**src/rtl/sram_port_arbiter.sv**
```systemverilog
// Arbitrates the single-port 8-bit SRAM between bus-side memory cycles and the video fetch engine.
// Video has priority; a streak counter bounds consecutive video grants while a bus access waits.
module sram_port_arbiter #(
    parameter int ADDR_W       = 21,
    parameter int SRAM_WAIT    = 2,
    parameter int STARVE_LIMIT = 4
) (
    input  logic              clock,
    input  logic              reset,
    input  logic              bus_req,
    input  logic              bus_we,
    input  logic [ADDR_W-1:0] bus_addr,
    input  logic [7:0]        bus_wdata,
    output logic [7:0]        bus_rdata,
    output logic              bus_ready,
    input  logic              vid_req,
    input  logic [ADDR_W-1:0] vid_addr,
    output logic [7:0]        vid_rdata,
    output logic              vid_ack,
    output logic [ADDR_W-1:0] sram_addr,
    output logic [7:0]        sram_dout,
    output logic              sram_oe,
    input  logic [7:0]        sram_din,
    output logic              sram_we_n
);

    localparam int CW = (SRAM_WAIT > 0) ? $clog2(SRAM_WAIT + 1) : 1;
    localparam int SW = $clog2(STARVE_LIMIT + 1);
    localparam logic [CW-1:0] CNT_LAST   = CW'(SRAM_WAIT);
    localparam logic [CW-1:0] CNT_WE_OFF = CW'(SRAM_WAIT - 1);
    localparam logic [SW-1:0] STREAK_MAX = SW'(STARVE_LIMIT);

    typedef enum logic {IDLE, ACT} state_t;
    typedef enum logic {VID, BUS} owner_t;

    state_t          state;
    owner_t          owner;
    logic [CW-1:0]   cnt;
    logic            wr;
    logic            bus_done;
    logic [SW-1:0]   streak;
    logic            bus_pend;
    logic            vid_win;
    logic            bus_win;

    always_comb begin
        bus_pend = bus_req & ~bus_done;
        vid_win  = (state == IDLE) & vid_req & (~bus_pend | (streak < STREAK_MAX));
        bus_win  = (state == IDLE) & ~vid_win & bus_pend;
    end

    assign bus_ready = ~bus_req | bus_done;

    always_ff @(posedge clock or posedge reset) begin
        if (reset) begin
            state     <= IDLE;
            owner     <= VID;
            cnt       <= '0;
            wr        <= 1'b0;
            bus_done  <= 1'b0;
            streak    <= '0;
            sram_we_n <= 1'b1;
            sram_oe   <= 1'b0;
            sram_addr <= '0;
            sram_dout <= '0;
            bus_rdata <= '0;
            vid_rdata <= '0;
            vid_ack   <= 1'b0;
        end else begin
            vid_ack <= 1'b0;
            if (!bus_req)
                bus_done <= 1'b0;

            if (!bus_pend)
                streak <= '0;
            else if (vid_win)
                streak <= (streak == STREAK_MAX) ? streak : streak + 1'b1;
            else if (bus_win)
                streak <= '0;

            unique case (state)
                IDLE: begin
                    if (vid_win) begin
                        owner     <= VID;
                        wr        <= 1'b0;
                        sram_addr <= vid_addr;
                        cnt       <= '0;
                        state     <= ACT;
                    end else if (bus_win) begin
                        owner     <= BUS;
                        wr        <= bus_we;
                        sram_addr <= bus_addr;
                        sram_dout <= bus_wdata;
                        cnt       <= '0;
                        state     <= ACT;
                        // Strobes are registered so they go active exactly on the first ACT cycle
                        sram_oe   <= bus_we;
                        sram_we_n <= ~bus_we;
                    end
                end
                ACT: begin
                    if (cnt == CNT_LAST) begin
                        state     <= IDLE;
                        sram_oe   <= 1'b0;
                        sram_we_n <= 1'b1;
                        if (owner == VID) begin
                            vid_rdata <= sram_din;
                            vid_ack   <= 1'b1;
                        end else begin
                            if (!wr)
                                bus_rdata <= sram_din;
                            if (bus_req)
                                bus_done <= 1'b1;
                        end
                    end else begin
                        cnt <= cnt + 1'b1;
                        if (cnt == CNT_WE_OFF)
                            sram_we_n <= 1'b1;
                    end
                end
            endcase
        end
    end

endmodule
```
**config.mk**
```make
export PLATFORM = sky130hd
export DESIGN_NAME = sram_port_arbiter
export DESIGN_NICKNAME = d
export VERILOG_FILES = /design/src/rtl/sram_port_arbiter.sv
export SDC_FILE = /design/constraint.sdc
export NUM_CORES = 1
export LEC_CHECK = 0
export BUFFER_PORTS_ARGS = -buffer_cell sky130_fd_sc_hd__buf_2
export CAP_MARGIN = 5
export CORE_AREA = 2 2 75 77
export CTS_BUF_LIST = sky130_fd_sc_hd__clkbuf_4
export DETAILED_ROUTE_END_ITERATION = 10
export DIE_AREA = 0 0 77 79
export PLACE_DENSITY = 0.86
export SETUP_SLACK_MARGIN = 0.2
export SLEW_MARGIN = 20
export SYNTH_ARGS = -nofsm -noshare
export SYNTH_HDL_FRONTEND = slang
export SYNTH_SLANG_ARGS = --single-unit
```
**constraint.sdc**
```tcl
create_clock -name clock -period 4.4 [get_ports clock]
set_clock_uncertainty 0.05 [all_clocks]
set_input_delay 0.22 -clock clock [delete_from_list [all_inputs] [get_ports clock]]
set_output_delay 0.22 -clock clock [all_outputs]
set_load 0.02 [all_outputs]
```
After elaboration in Yosys (flattened, before gate mapping). Cells that the tools add are included.

Add/sub/neg operators: 2. $lt $le $gt $ge: 1. Equality and inequality tests: 11. Muxes and demuxes: 34. Bitwise logic cells: 15. Reductions and logical operators: 9.

Operator list (count): 21-bit 2-to-1 mux (2); 1-bit 2-to-1 mux (21); 3-bit 2-to-1 mux (4); 3-bit AND reduction (4); 1-bit inverter (8); 2-bit 2-to-1 mux (3); 2-bit inequality test (second input constant) (3); 3-bit by 1-bit inequality test with 1-bit output (second input constant) (2); 3-bit inequality test (second input constant) (2); 1-bit one-hot mux with 2 select lines (3); 2-bit AND reduction (3); 1-bit AND (5); 2-bit one-hot mux with 2 select lines (1); 4-bit AND reduction (1); 3-bit by 1-bit adder with 3-bit output (second input constant) (1); 3-bit == test (second input constant) (1); 3-bit < comparator (second input constant) (1); 2-bit by 1-bit adder with 2-bit output (second input constant) (1); 2-bit by 1-bit == test with 1-bit output (second input constant) (1); 2-bit == test (second input constant) (1); 2-bit by 1-bit inequality test with 1-bit output (second input constant) (1); 1-bit OR (2); 2-bit nonzero test (1).

Flip-flop bits (word level): 57. Input bits: 63. Output and inout port bits: 49. Word-level logic and storage cells: 85.

Logic depth before layout (Yosys ltp).
Depth after elaboration: 11. Depth in mapped cells: 7. Gate-level depth less buffers: 6.

Worst setup path before layout. No wires, ideal clock.

Path type: reg-to-reg. From: reg cnt[0]. To: reg vid_rdata[0]. Library setup time: 0.125 ns. Arrival time: 1.477 ns. Required time: 4.225 ns. Slack: 2.748 ns. Stages on the path, launching flop included: 8. Path buffers: 1. Clock period less this slack: 1.652 ns. Path through: dfrtp_1 > inv_1 > ha_1 > nand2_1 > or2_1 > buf_2 > inv_2 > mux2_2.

Longest elaborated chain between the ends: 2.

RTL lines: start: declaration (RTL line 38) `logic [CW-1:0] cnt;`; start signal: assignment (RTL line 116) `cnt <= cnt + 1'b1;`; 2-bit == test (RTL line 102) `if (cnt == CNT_LAST) begin`; 3-bit AND reduction (no source line); end signal: assignment (RTL line 107) `vid_rdata <= sram_din;`; end: declaration (RTL line 18) `output logic [7:0] vid_rdata,`.

No other way between the ends. A chain may end at the register's enable or synchronous reset.

Final worst setup path.
From: reg state. To: reg sram_addr[1].

Longest elaborated chain between the ends: 8. Elaborated cells between the ends (all ways): 9. Those cells by class: mux (1); bitwise (6); reduce/logical (2).

RTL lines: start: declaration (RTL line 36) `state_t state;`; start signal: assignment (RTL line 56) `state <= IDLE;`; start signal: assignment (RTL line 88) `state <= ACT;`; start signal: assignment (RTL line 95) `state <= ACT;`; 1-bit inverter (no source line) (*); 1-bit AND (2 in series) (RTL line 48) `vid_win = (state == IDLE) & vid_req & (~bus_pend | (streak < STREAK_MAX));`; 1-bit inverter (no source line); 1-bit AND (2 in series) (RTL line 49) `bus_win = (state == IDLE) & ~vid_win & bus_pend;`; 2-bit nonzero test (no source line); 2-bit AND reduction (no source line); end signal: assignment (RTL line 86) `sram_addr <= vid_addr;`; end signal: assignment (RTL line 92) `sram_addr <= bus_addr;`; end: declaration (RTL line 20) `output logic [ADDR_W-1:0] sram_addr,`.

Mark *: on every way between the ends. The rest lies on a longest branch, timed or not.

==> run metrics <==
outcome completed; crit path from state$_DFF_PP0_; cts repair resizes 0; min-delay src sram_din[7]; max-slew violation count 0; Port-buffer cells 111; layout cells sized above 1 42.93%; worst relative slew slack 43.52%; Crit. End Element flip-flop; Syn Area/Cell 11.80 um^2; vias in the first global route 2331; GRT Residual Overflow 0; Hold WC Path Type in2reg; starting DRC count in detailed routing 103; final net count 430; first-pass GRT wire length 10700 um; IO Pins 112; share of the synthesized area in the top cell type 50.54%; Setup TNS 0 ns; Placement Rows 27; core area 5338 um^2; CP startpoint kind flip-flop; initial antenna violation count 0; cell area after synthesis 2773 um^2; most common cell after layout, fill and taps aside buf_2; min cycle time layout 2.088 ns; CTS tree built; Reg clk slew, reported paths 0.09 ns; Crit path required time 4.66 ns; Clock Latency Late Sink 0.39 ns; final setup fails 0; CTS Buf Count 9; max_cap viols 0; Setup WS post-layout 2.312 ns; WS Path Type reg2reg; largest area contributor in the netlist dfrtp_1; Diodes inserted 0; Die Ht 79 um; Final Cycle Share 47.46%; vias per std cell 5.345; Slew @ Worst Pin 0.8447 ns; PD cells 651.1 nW/um^2; Root Buffer clkbuf_4; clk sink count 57; Yosys reg bits 57; Filler cells 420; r2r startpoint state$_DFF_PP0_; DRC errors left 0; DP Worst Slack 2.340 ns; total wire length 6686 um; Min Hold Slack 0.02565 ns; Die X-Extent 77 um; worst ir drop on vdd 0.4131 mV; sequential-to-total area share from yosys stat 51.49%; routed vias 2352; Syn Nets 302; fmax 478.8 MHz; Placer Congestion 0.7264; DRT Pass-1 Iters 4; fin util 69.36%; final hold violation count 0; WP data arrival 2.35 ns; GRT Total Usage 22.71%; Yosys warnings 0; commonest cells after routing, fill and taps aside buf_2 (111), dfrtp_1 (56), dlygate4sd3_1 (24); critical-path maximum fanout 25; largest net degree at the start of global routing 58; detailed placer's ending HPWL 4352 um; drt wl/cell 15.20 um; H-tree depth 3; Initial Utilization 51.95%; top post-synthesis cells by area dfrtp_1 (51%), mux2_2 (7.3%), a221oi_1 (6.6%); Leak 1.749 nW; area of the die 6083 um^2; post-synthesis instance total 235; Netlist cell types 36; ANT nets after route 0; Syn-to-layout area delta 33.53%; Power, Total 2.410 mW; RSZ-0062 raised after global routing false; Longest Clk Path Bufs 2
[worst max-delay path: stages, from the launching register on]
cell and delay [ns]:
dfrtp_1 0.66, buf_4 0.35, nand2b_1 0.61, o21ai_0 0.16
a2bb2oi_1 0.18
[final timing paths]
kind	to	slack [ns]	depth (start not counted)
min in group asynchronous	vid_rdata[1]$_DFFE_PP0P_	0.52	4
setup reg to reg	sram_addr[1]$_DFFE_PP0P_	2.31	4
hold / removal	vid_rdata[7]$_DFFE_PP0P_	0.03	2
hold reg to reg	wr$_DFFE_PP0P_	0.46	1
setup / recovery	sram_addr[1]$_DFFE_PP0P_	2.31	4
max in group asynchronous	sram_addr[1]$_DFFE_PP0P_	3.32	4
[layer usage]
metal  vias to the layer above  global-route usage, %  part of all wire (%)
met5                         -                      0                     0
met4                         0                  7.500                   1.0
met3                         8                  7.273                   7.2
met2                        83                  38.60                    48
met1                      1130                  27.62                    43
li1                       1131                      -                     -
[kinds of logic (layout without fill, tap and decap cells)]
group | count (synthesis) | in the layout | share of synthesized area, %
fa+ha+maj | 4 | 4 | 1.805
simple gates | 45 | 45 | 10.47
buf+inv | 29 | 162 | 4.964
mux | 26 | 26 | 11.28
compound gates | 74 | 74 | 19.99
flops | 57 | 57 | 51.49
[area by class of cell]
type | instances | area, um^2 | area share, %
inverters | 8 | 30.03 | 0.8111
flip-flops and latches | 57 | 1428 | 38.56
multi-input cells | 149 | 1207 | 32.61
clock inverters | 5 | 46.29 | 1.250
repair buffers | 138 | 818.3 | 22.10
clock buffers | 11 | 82.58 | 2.230
well taps | 72 | 90.09 | 2.433
[registers in the layout, summed over array words and instances, names as in the netlist]
| signal | cells |
|---|---|
| owner | 1 |
| sram_addr | 21 |
| sram_we_n | 1 |
| bus_rdata | 8 |
| vid_ack | 1 |
| cnt | 2 |
| streak | 3 |
| bus_done | 1 |
| sram_oe | 1 |
| state | 1 |
| vid_rdata | 8 |
| wr | 1 |
| sram_dout | 8 |
[power breakdown]
| group | switching [mW] | leakage [nW] | internal, mW |
|---|---|---|---|
| combinational | 0.621 | 1.01 | 0.504 |
| sequential | 0.150 | 0.664 | 0.769 |
| clock | 0.187 | 0.0734 | 0.180 |
| total | 0.958 | 1.75 | 1.45 |
[repair_timing]
| item | 4_1_cts | 5_1_grt |
|---|---|---|
| hold endpoints to repair | 82 | 1 |
| setup buffers | 0 | 0 |
| hold buffers | 23 | 1 |
[through the flow]
step / area [um^2] / cells
after floorplan: 2773 / 235
after global placement: 3333 / 400
after detailed placement: 3333 / 400
after CTS: 3692 / 439
after global routing: 3702 / 440
final: 3702 / 440
[cells in the mapped netlist, drive strengths merged]
| master | n |
|---|---|
| o21a | 1 |
| dfstp | 1 |
| a2bb2oi | 21 |
| nor2b | 2 |
| dfrtp | 56 |
| a21oi | 3 |
| inv | 8 |
| a221oi | 21 |
| mux2i | 2 |
| a22o | 1 |
| nand2b | 5 |
| and3b | 4 |
| a21o | 1 |
| or2 | 1 |
| buf | 11 |
| nor3 | 1 |
| o21ai | 23 |
| o22ai | 1 |
| nand3b | 2 |
| clkbuf | 10 |
| a31oi | 1 |
| nand2 | 7 |
| a32oi | 1 |
| ha | 4 |
| mux2 | 24 |
| nand3 | 1 |
| and2b | 1 |
| and2 | 18 |
| nand4b | 1 |
| nor2 | 2 |
Note: power is estimated with default switching activity, not from simulation.
